==> config.mk <==
export PLATFORM = sky130hd
export DESIGN_NAME = mips_multicycle_ctrl
export DESIGN_NICKNAME = d
export VERILOG_FILES = /design/src/rtl/mips_ctrl_pkg.sv /design/src/rtl/mips_alu_decoder.sv /design/src/rtl/mips_multicycle_ctrl.sv
export SDC_FILE = /design/constraint.sdc
export NUM_CORES = 1
export LEC_CHECK = 0
export BUFFER_PORTS_ARGS = -buffer_cell sky130_fd_sc_hd__buf_2
export CORE_MARGIN = 1.5
export CORE_UTILIZATION = 48
export CTS_CLUSTER_DIAMETER = 120
export DETAILED_ROUTE_END_ITERATION = 10
export PLACE_DENSITY = 0.74
export SETUP_SLACK_MARGIN = 0.1
export SYNTH_ARGS = -nofsm -noshare
export SYNTH_HDL_FRONTEND = slang
export SYNTH_SLANG_ARGS = --single-unit
==> constraint.sdc <==
create_clock -name clk -period 2.2 [get_ports clk]
set_input_delay 0.11 -clock clk [delete_from_list [all_inputs] [get_ports clk]]
set_output_delay 0.11 -clock clk [all_outputs]
set_load 0.1 [all_outputs]
==> src/rtl/mips_ctrl_pkg.sv <==
// Shared types and encodings for the multicycle MIPS control sequencer.
// Used by mips_multicycle_ctrl and mips_alu_decoder.
package mips_ctrl_pkg;

   typedef enum logic [3:0] {
      S_RST,
      S_FETCH,
      S_DECODE,
      S_MEMADR,
      S_MEMRD,
      S_MEMWB,
      S_MEMWR,
      S_EXEC,
      S_ALUWB,
      S_ADDIEX,
      S_ADDIWB,
      S_BRANCH,
      S_JUMP,
      S_BNE
   } state_t;

   localparam logic [5:0] OP_R    = 6'b000000;
   localparam logic [5:0] OP_LW   = 6'b100011;
   localparam logic [5:0] OP_SW   = 6'b101011;
   localparam logic [5:0] OP_ADDI = 6'b001000;
   localparam logic [5:0] OP_BEQ  = 6'b000100;
   localparam logic [5:0] OP_BNE  = 6'b000101;
   localparam logic [5:0] OP_J    = 6'b000010;

   localparam logic [5:0] FN_ADD = 6'b100000;
   localparam logic [5:0] FN_SUB = 6'b100010;
   localparam logic [5:0] FN_AND = 6'b100100;
   localparam logic [5:0] FN_OR  = 6'b100101;
   localparam logic [5:0] FN_SLT = 6'b101010;

   localparam logic [2:0] ALU_ADD = 3'b010;
   localparam logic [2:0] ALU_SUB = 3'b110;
   localparam logic [2:0] ALU_AND = 3'b000;
   localparam logic [2:0] ALU_OR  = 3'b001;
   localparam logic [2:0] ALU_SLT = 3'b111;

   localparam logic [1:0] SRCB_B      = 2'b00;
   localparam logic [1:0] SRCB_FOUR   = 2'b01;
   localparam logic [1:0] SRCB_IMM    = 2'b10;
   localparam logic [1:0] SRCB_IMM_SH = 2'b11;

   localparam logic [1:0] PC_ALU    = 2'b00;
   localparam logic [1:0] PC_ALUOUT = 2'b01;
   localparam logic [1:0] PC_JUMP   = 2'b10;

endpackage

==> src/rtl/mips_alu_decoder.sv <==
// R-type funct decoder: maps funct to an ALU operation and flags whether
// the funct is one the datapath supports. Purely combinational.
import mips_ctrl_pkg::*;

module mips_alu_decoder (
   input  logic [5:0] funct,
   output logic [2:0] alu_ctrl,
   output logic       funct_valid
);

   // funct lookup; unsupported codes fall back to add and are flagged invalid
   always_comb begin
      alu_ctrl    = ALU_ADD;
      funct_valid = 1'b1;
      case (funct)
         FN_ADD:  alu_ctrl = ALU_ADD;
         FN_SUB:  alu_ctrl = ALU_SUB;
         FN_AND:  alu_ctrl = ALU_AND;
         FN_OR:   alu_ctrl = ALU_OR;
         FN_SLT:  alu_ctrl = ALU_SLT;
         default: funct_valid = 1'b0;
      endcase
   end

endmodule

==> src/rtl/mips_multicycle_ctrl.sv <==
// Multicycle MIPS main control sequencer with memory-ready handshake and
// retired-instruction counter.
// Optional build macro MC_BNE_EN adds a BNE state for opcode 000101;
// without it that opcode is treated as illegal.
//
// state  | meaning
// RST    | post-reset idle cycle, all outputs low
// FETCH  | read instruction at PC, PC += 4 when memory is ready
// DECODE | compute branch target, dispatch on opcode
// MEMADR | compute load/store address
// MEMRD  | data memory read, waits on mem_ready
// MEMWB  | write loaded data to rt
// MEMWR  | data memory write, waits on mem_ready
// EXEC   | R-type ALU operation
// ALUWB  | write ALU result to rd
// ADDIEX | A + sign-extended immediate
// ADDIWB | write addi result to rt
// BRANCH | beq compare and conditional PC load
// JUMP   | load jump target into PC
// BNE    | bne compare and conditional PC load (MC_BNE_EN only)
import mips_ctrl_pkg::*;

module mips_multicycle_ctrl #(
   parameter int RETIRE_W = 32
) (
   input  logic                clk,
   input  logic                reset,
   input  logic [5:0]          opcode,
   input  logic [5:0]          funct,
   input  logic                zero,
   input  logic                mem_ready,
   output logic                pc_en,
   output logic                iord,
   output logic                mem_read,
   output logic                mem_write,
   output logic                ir_write,
   output logic                reg_dst,
   output logic                mem_to_reg,
   output logic                reg_write,
   output logic                alu_src_a,
   output logic [1:0]          alu_src_b,
   output logic [2:0]          alu_ctrl,
   output logic [1:0]          pc_src,
   output logic                illegal_op,
   output logic                instr_done,
   output logic [RETIRE_W-1:0] retired_count
);

   localparam logic [RETIRE_W-1:0] RETIRE_ONE = {{(RETIRE_W-1){1'b0}}, 1'b1};

   state_t     state;
   state_t     state_nxt;
   logic [2:0] fn_alu_ctrl;
   logic       fn_valid;

   mips_alu_decoder u_alu_dec (
      .funct       (funct),
      .alu_ctrl    (fn_alu_ctrl),
      .funct_valid (fn_valid)
   );

   // State register
   always_ff @(posedge clk or posedge reset) begin
      if (reset) state <= S_RST;
      else       state <= state_nxt;
   end

   // Retired-instruction counter, wraps naturally past all-ones
   always_ff @(posedge clk or posedge reset) begin
      if (reset)           retired_count <= '0;
      else if (instr_done) retired_count <= retired_count + RETIRE_ONE;
   end

   // Next-state and output decode
   always_comb begin
      state_nxt  = state;
      pc_en      = 1'b0;
      iord       = 1'b0;
      mem_read   = 1'b0;
      mem_write  = 1'b0;
      ir_write   = 1'b0;
      reg_dst    = 1'b0;
      mem_to_reg = 1'b0;
      reg_write  = 1'b0;
      alu_src_a  = 1'b0;
      alu_src_b  = SRCB_B;
      alu_ctrl   = ALU_AND;
      pc_src     = PC_ALU;
      illegal_op = 1'b0;
      instr_done = 1'b0;

      case (state)
         S_RST: state_nxt = S_FETCH;

         S_FETCH: begin
            mem_read  = 1'b1;
            alu_src_b = SRCB_FOUR;
            alu_ctrl  = ALU_ADD;
            ir_write  = mem_ready;
            pc_en     = mem_ready;
            if (mem_ready) state_nxt = S_DECODE;
         end

         S_DECODE: begin
            alu_src_b = SRCB_IMM_SH;
            alu_ctrl  = ALU_ADD;
            case (opcode)
               OP_R: begin
                  if (fn_valid) begin
                     state_nxt = S_EXEC;
                  end else begin
                     illegal_op = 1'b1;
                     state_nxt  = S_FETCH;
                  end
               end
               OP_LW, OP_SW: state_nxt = S_MEMADR;
               OP_ADDI:      state_nxt = S_ADDIEX;
               OP_BEQ:       state_nxt = S_BRANCH;
               OP_J:         state_nxt = S_JUMP;
`ifdef MC_BNE_EN
               OP_BNE:       state_nxt = S_BNE;
`else
               OP_BNE: begin
                  illegal_op = 1'b1;
                  state_nxt  = S_FETCH;
               end
`endif
               default: begin
                  illegal_op = 1'b1;
                  state_nxt  = S_FETCH;
               end
            endcase
         end

         S_MEMADR: begin
            alu_src_a = 1'b1;
            alu_src_b = SRCB_IMM;
            alu_ctrl  = ALU_ADD;
            state_nxt = (opcode == OP_LW) ? S_MEMRD : S_MEMWR;
         end

         S_MEMRD: begin
            iord     = 1'b1;
            mem_read = 1'b1;
            if (mem_ready) state_nxt = S_MEMWB;
         end

         S_MEMWB: begin
            mem_to_reg = 1'b1;
            reg_write  = 1'b1;
            instr_done = 1'b1;
            state_nxt  = S_FETCH;
         end

         S_MEMWR: begin
            iord       = 1'b1;
            mem_write  = 1'b1;
            instr_done = mem_ready;
            if (mem_ready) state_nxt = S_FETCH;
         end

         S_EXEC: begin
            alu_src_a = 1'b1;
            alu_src_b = SRCB_B;
            alu_ctrl  = fn_alu_ctrl;
            state_nxt = S_ALUWB;
         end

         S_ALUWB: begin
            reg_dst    = 1'b1;
            reg_write  = 1'b1;
            instr_done = 1'b1;
            state_nxt  = S_FETCH;
         end

         S_ADDIEX: begin
            alu_src_a = 1'b1;
            alu_src_b = SRCB_IMM;
            alu_ctrl  = ALU_ADD;
            state_nxt = S_ADDIWB;
         end

         S_ADDIWB: begin
            reg_write  = 1'b1;
            instr_done = 1'b1;
            state_nxt  = S_FETCH;
         end

         S_BRANCH: begin
            alu_src_a  = 1'b1;
            alu_src_b  = SRCB_B;
            alu_ctrl   = ALU_SUB;
            pc_src     = PC_ALUOUT;
            pc_en      = zero;
            instr_done = 1'b1;
            state_nxt  = S_FETCH;
         end

         S_JUMP: begin
            pc_src     = PC_JUMP;
            pc_en      = 1'b1;
            instr_done = 1'b1;
            state_nxt  = S_FETCH;
         end

`ifdef MC_BNE_EN
         S_BNE: begin
            alu_src_a  = 1'b1;
            alu_src_b  = SRCB_B;
            alu_ctrl   = ALU_SUB;
            pc_src     = PC_ALUOUT;
            pc_en      = ~zero;
            instr_done = 1'b1;
            state_nxt  = S_FETCH;
         end
`endif

         default: state_nxt = S_RST;
      endcase
   end

endmodule

== Yosys cells after proc, flatten, opt, wreduce, memory -nomap -nowiden ==
Index checks and enable logic that the tools add are counted.

* Add/sub/neg operators: 1
* Mux-type cells: 25
* Reduce and logical (&&, ||, !) cells: 14
* Eq/ne operators: 25

{| class="wikitable"
|+ Operator list
! kind !! count
|-
| $eq 6x6->1 const B || 7
|-
| $add 32x1->32 const B || 1
|-
| $pmux 4 s8 || 1
|-
| $eq 4x4->1 const B || 5
|-
| $pmux 4 s5 || 1
|-
| $eq 4x3->1 const B || 4
|-
| $reduce_or 5->1 || 3
|-
| $mux 4 || 3
|-
| $pmux 3 s4 || 1
|-
| $mux 1 || 11
|-
| $pmux 3 s3 || 1
|-
| $eq 4x2->1 const B || 2
|-
| $reduce_or 2->1 || 4
|-
| $reduce_or 4->1 || 2
|-
| $eq 6x2->1 const B || 1
|-
| $eq 6x3->1 const B || 1
|-
| $eq 6x4->1 const B || 1
|-
| $logic_not 6->1 || 1
|-
| $ne 2x2->1 const B || 3
|-
| $pmux 2 s3 || 1
|-
| $reduce_or 6->1 || 1
|-
| $eq 4x1->1 const B || 1
|-
| $logic_not 4->1 || 1
|-
| $pmux 1 s2 || 2
|-
| 6 further kinds || 6
|}

* Register bits: 36
* Bits of input ports: 16
* Word-level logic and storage cells: 67
* Output and inout bits: 50

== Logic depth before layout (Yosys ltp) ==
* Depth in word-level cells: 6
* Depth in mapped cells: 7
* Gate-level depth less buffers: 5

== Modules after synthesis ==
Synthesis repeated with hierarchy kept, for this count alone.

* Cells, all modules: 223
* Area, all modules: 2157.1 µm²

{| class="wikitable"
|+ By module, submodules not included
! module !! times used !! seq. area each (µm²) !! cells an instance !! area each (µm²)
|-
| mips_multicycle_ctrl || 1 || 900.9 || 214 || 2070.7
|-
| mips_alu_decoder || 1 || 0.0 || 9 || 86.3
|}

== Least setup slack after synthesis ==
No wires, ideal clock.

* Kind: flip-flop to output port
* Start: reg state[1]
* End: out ir_write
* Stages on the path, launching flop included: 4
* Data required time: 2.090 ns
* Slack: -1.789 ns
* Path buffers: 2
* Arrival: 3.879 ns
* Cell sequence: dfrtp_1 buf_2 buf_1 nor4b_1

* Cells in the longest elaborated chain, start to end: 2

{| class="wikitable"
|+ Ends and longest elaborated chain
! element !! RTL line !! RTL
|-
| start, declared || mips_multicycle_ctrl.sv:51 || <nowiki>state_t state;</nowiki>
|-
| start signal, assigned || mips_multicycle_ctrl.sv:65 || <nowiki>else state <= state_nxt;</nowiki>
|-
| $eq 4x1->1 || mips_multicycle_ctrl.sv:92 || <nowiki>case (state)</nowiki>
|-
| $mux 1 || mips_multicycle_ctrl.sv:92 ||
|-
| end, declared || mips_multicycle_ctrl.sv:36 || <nowiki>output logic ir_write,</nowiki>
|}

Every way passes these cells.

== Worst setup path in the final report ==
* Start: reg state[0]
* End: out mem_read

* Cells in the longest elaborated chain, start to end: 3
* Elaborated cells on any way between the ends: 4
* Classes of those cells: eq/ne (2); mux (1); reduce/logical (1)

{| class="wikitable"
|+ Ends and longest elaborated chain
! element !! RTL line !! RTL
|-
| $eq 4x3->1 / $eq 4x1->1 (equally long branches) || mips_multicycle_ctrl.sv:92 ||
|-
| $reduce_or 2->1 (no line) (*) || - ||
|-
| $mux 1 (*) || mips_multicycle_ctrl.sv:92 ||
|-
| end, declared || mips_multicycle_ctrl.sv:34 || <nowiki>output logic mem_read,</nowiki>
|}

Mark *: on every way between the ends. The rest lies on a longest branch, timed or not.

==> reports/summary.txt <==
status = complete, no violations
area growth from synthesis to layout = 30.52%
count of nets left with antenna violations after detail routing = 0
compound-cell area share of the yosys netlist = 11.70%
unrepaired setup endpoints after global routing = false
reg-to-reg startpoint = state[3]
Area contributors post-synth = dfrtp_1 (43%), xnor2_1 (12%), nand4_1 (5.3%), nand2_1 (3.4%), nand3_1 (2.6%)
Distinct cells, synth = 48
Worst R2R Setup Slack = 0.32 ns
largest buffer count on any clock path = 2
worst slew pin tran = 0.5454 ns
starting density of the core = 51.20%
starting DRC count in detailed routing = 190
Adder-Cell Fraction of Synth Area = 0.5938%
Total Routed Length = 4801 microns
arrival time of data at the critical path endpoint = 1.90 ns
final weighted congestion in routability-driven placement = 0.8430
area share of the largest cell type after synthesis = 42.76%
Crit-path slowest cell = buf_2
category of the worst setup path capture point = output pin
number of detailed-route iterations in the first pass = 4
most used flip-flop cell after synthesis = dfrtp_1
worst flop-to-flop path endpoint = retired_count[27]
synthesized area per cell = 9.534 sq um
required arrival time at the worst endpoint = 2.09 ns
number of hold violations in the final report = 0
final core occ = 66.83%
Critical Path Max Stage Delay = 0.45 ns
vias in the first global route = 1,753
clock tree from TritonCTS = yes
largest family of logic cells by synthesized area = simple AND/OR/NAND/NOR gates
overall track demand over capacity in global routing = 21.09%
slew margin rel. = 63.64%
Final setup violation count = 0
first-pass GRT wire length = 8266 microns
P_leak = 1.210 nW
number of vias after detailed routing = 1,932
routed via count divided by cell count = 5.699
clock tree root buffer cell = clkbuf_8
clock-pin slew on the worst setup and hold paths = 0.06 ns
CP cell instances = buf_4 -> nand2b_1 -> a211oi_4 -> buf_2
Worst Setup EP = mem_read
power per standard cell area = 1243 mW/mm^2
area leader, netlist = dfrtp_1
start point of the critical path = state[0]
Inserted Diodes = 0
Post-DP Area = 0.002653 sq mm
worst setup timing slack at the placement stage = 0.3185 ns
TritonCTS Buffers = 5
Tcrit/Tclk final = 91.28%
area inside the core boundary = 0.004115 sq mm
floorplan die height = 69.26 microns
Worst-Skew Late Latency = 0.29 ns
top library cells by usage in the layout, fill and taps aside = buf_2 (62), xnor2_1 (30), nand2_1 (18), nand4_1 (18), dfrtp_2 (17)
Final Skew = 0.007180 ns
share of cell area taken by muxes after synthesis = 1.544%
placed cells = 331
Post-Synth Simple-Gate Area = 26.43%
number of flops mapped to enable cells by yosys = 0
# H-tree levels = 2
fraction of final layout cells with drive strength greater than 1 = 42.56%
Chip Width = 69.26 microns
maximum frequency from static timing analysis = 498.0 MHz
commonest non-fill, non-tap cell in the layout = buf_2
overall power of the completed layout = 3.417 mW
grt total ovfl = 0
worst hold path depth = 4
FF-to-FF path depth = 5
maximum ir drop on the vdd rail = 0.6438 mV
netlist area before placement = 0.002107 sq mm
type of the tightest min-delay check = primary input to register
largest net degree at the start of global routing = 37
part of the Yosys area used for sequential elements = 42.76%
detailed placer's ending HPWL = 3549 microns
number of max-cap violations = 0
post-synthesis async set-or-reset flop share = 100.0%
nets in the synthesized netlist = 238
count of final max-slew check failures = 0
FF+latch count, synth = 36
number of nets at the end of the flow = 306
kind of critical path = register to output pin
final period demand of the worst path = 2.008 ns
initial antenna violation count = 0
CP startpoint kind = register
number of instances in the synthesized netlist = 221
die area = 0.004796 sq mm
CTS Sinks = 36
final non-filler cell area = 0.002750 sq mm
fraction of synthesized cell area in xor and xnor cells = 13.72%
number of placement rows = 23
number of cells in the finished layout apart from fillers = 339
number of ports placed on the die boundary = 66
min setup slack post-route = 0.1919 ns
WL per Instance = 14.16 microns
Synth Warn # = 0
# port buffers = 65
CP max FO = 15
total DRC errors in the routed layout = 0
==> power by group <==
group	total [mW]	internal, mW	leakage (nW)	switching [mW]
sequential	0.838	0.751	0.449	0.0871
clock	0.432	0.215	0.0410	0.218
combinational	2.15	0.464	0.720	1.68
==> per-stage QoR <==
step,TNS (ns),hold slack (ns)
2_1_floorplan,-0.9888,0.2759
3_3_place_gp,0,0.2305
3_5_place_dp,0,0.2353
4_1_cts,0,0.1704
5_1_grt,0,0.1889
6_report,0,0.1780
==> final cells by class <==
class	instances	area, sq um
Timing Repair Buffer	73	420.4
Clock buffer	6	72.57
Inverter	4	15.01
Sequential cell	36	944.7
Clock inverter	1	5.005
Fill cell	353	1365
Tap cell	50	62.56
Multi-Input combinational cell	169	1230
==> flip-flops by register name, summed over array words and instances (netlist names) <==
signal         cells
retired_count     32
state              4
==> kinds of logic (layout without fill, tap and decap cells) <==
kind of cell / Yosys count / after routing
AND/OR/NAND/NOR: 99 / 99
flip-flops: 36 / 36
AO/OA/AOI/OAI: 33 / 33
XOR/XNOR: 33 / 33
buffers and inverters: 16 / 84
multiplexers: 3 / 3
adder cells (fa/ha/maj): 1 / 1
==> synth_stat cells (2+ instances only) <==
master    count
nand3_1      11
and4_1        5
a21boi_0      4
nand2b_1      5
a211oi_1      2
nor3_1        9
nand2_1      19
mux2_2        2
and2_1        5
clkbuf_1      5
and3_1        4
nor2_1       10
dfrtp_1      36
nor2b_1       3
a21oi_1       8
inv_1         4
nand4_1      18
o22ai_1       4
xor2_1        3
xnor2_1      30
buf_1         2
buf_2         3
o21ai_0       4
==> metal layers <==
metal / vias up / GRT usage (%) / wire length (microns)
met2: 69 / 31.41 / 2202
met5: - / 0 / 0
met1: 919 / 30.78 / 2266
met3: 7 / 4.651 / 276
met4: 0 / 6.536 / 55
li1: 937 / - / -
==> worst max-delay path: cells and delay by family (launching register included) <==
family,cells,cell delay (ns)
buffers and inverters,2,0.65
AND/OR/NAND/NOR,1,0.29
AO/OA/AOI/OAI,1,0.27
flip-flops,1,0.40
==> worst min-delay path by stage <==
stage          startpoint           endpoint  slack, ns
2_1_floorplan       reset  retired_count[23]       0.28
3_3_place_gp        reset  retired_count[24]       0.23
3_5_place_dp        reset  retired_count[24]       0.24
4_1_cts         opcode[2]           state[2]       0.17
5_1_grt         opcode[2]           state[2]       0.19
6_report        opcode[2]           state[2]       0.18
==> timing repair <==
item / CTS / global route
pin swaps: 0 / 0
resized for setup: 1 / 2
endpoints found under the setup margin: 1 / 2
hold endpoints to repair: 36 / 0
hold buffers: 1 / 0
setup buffers: 0 / 0
(Power assumes the default switching activity.)
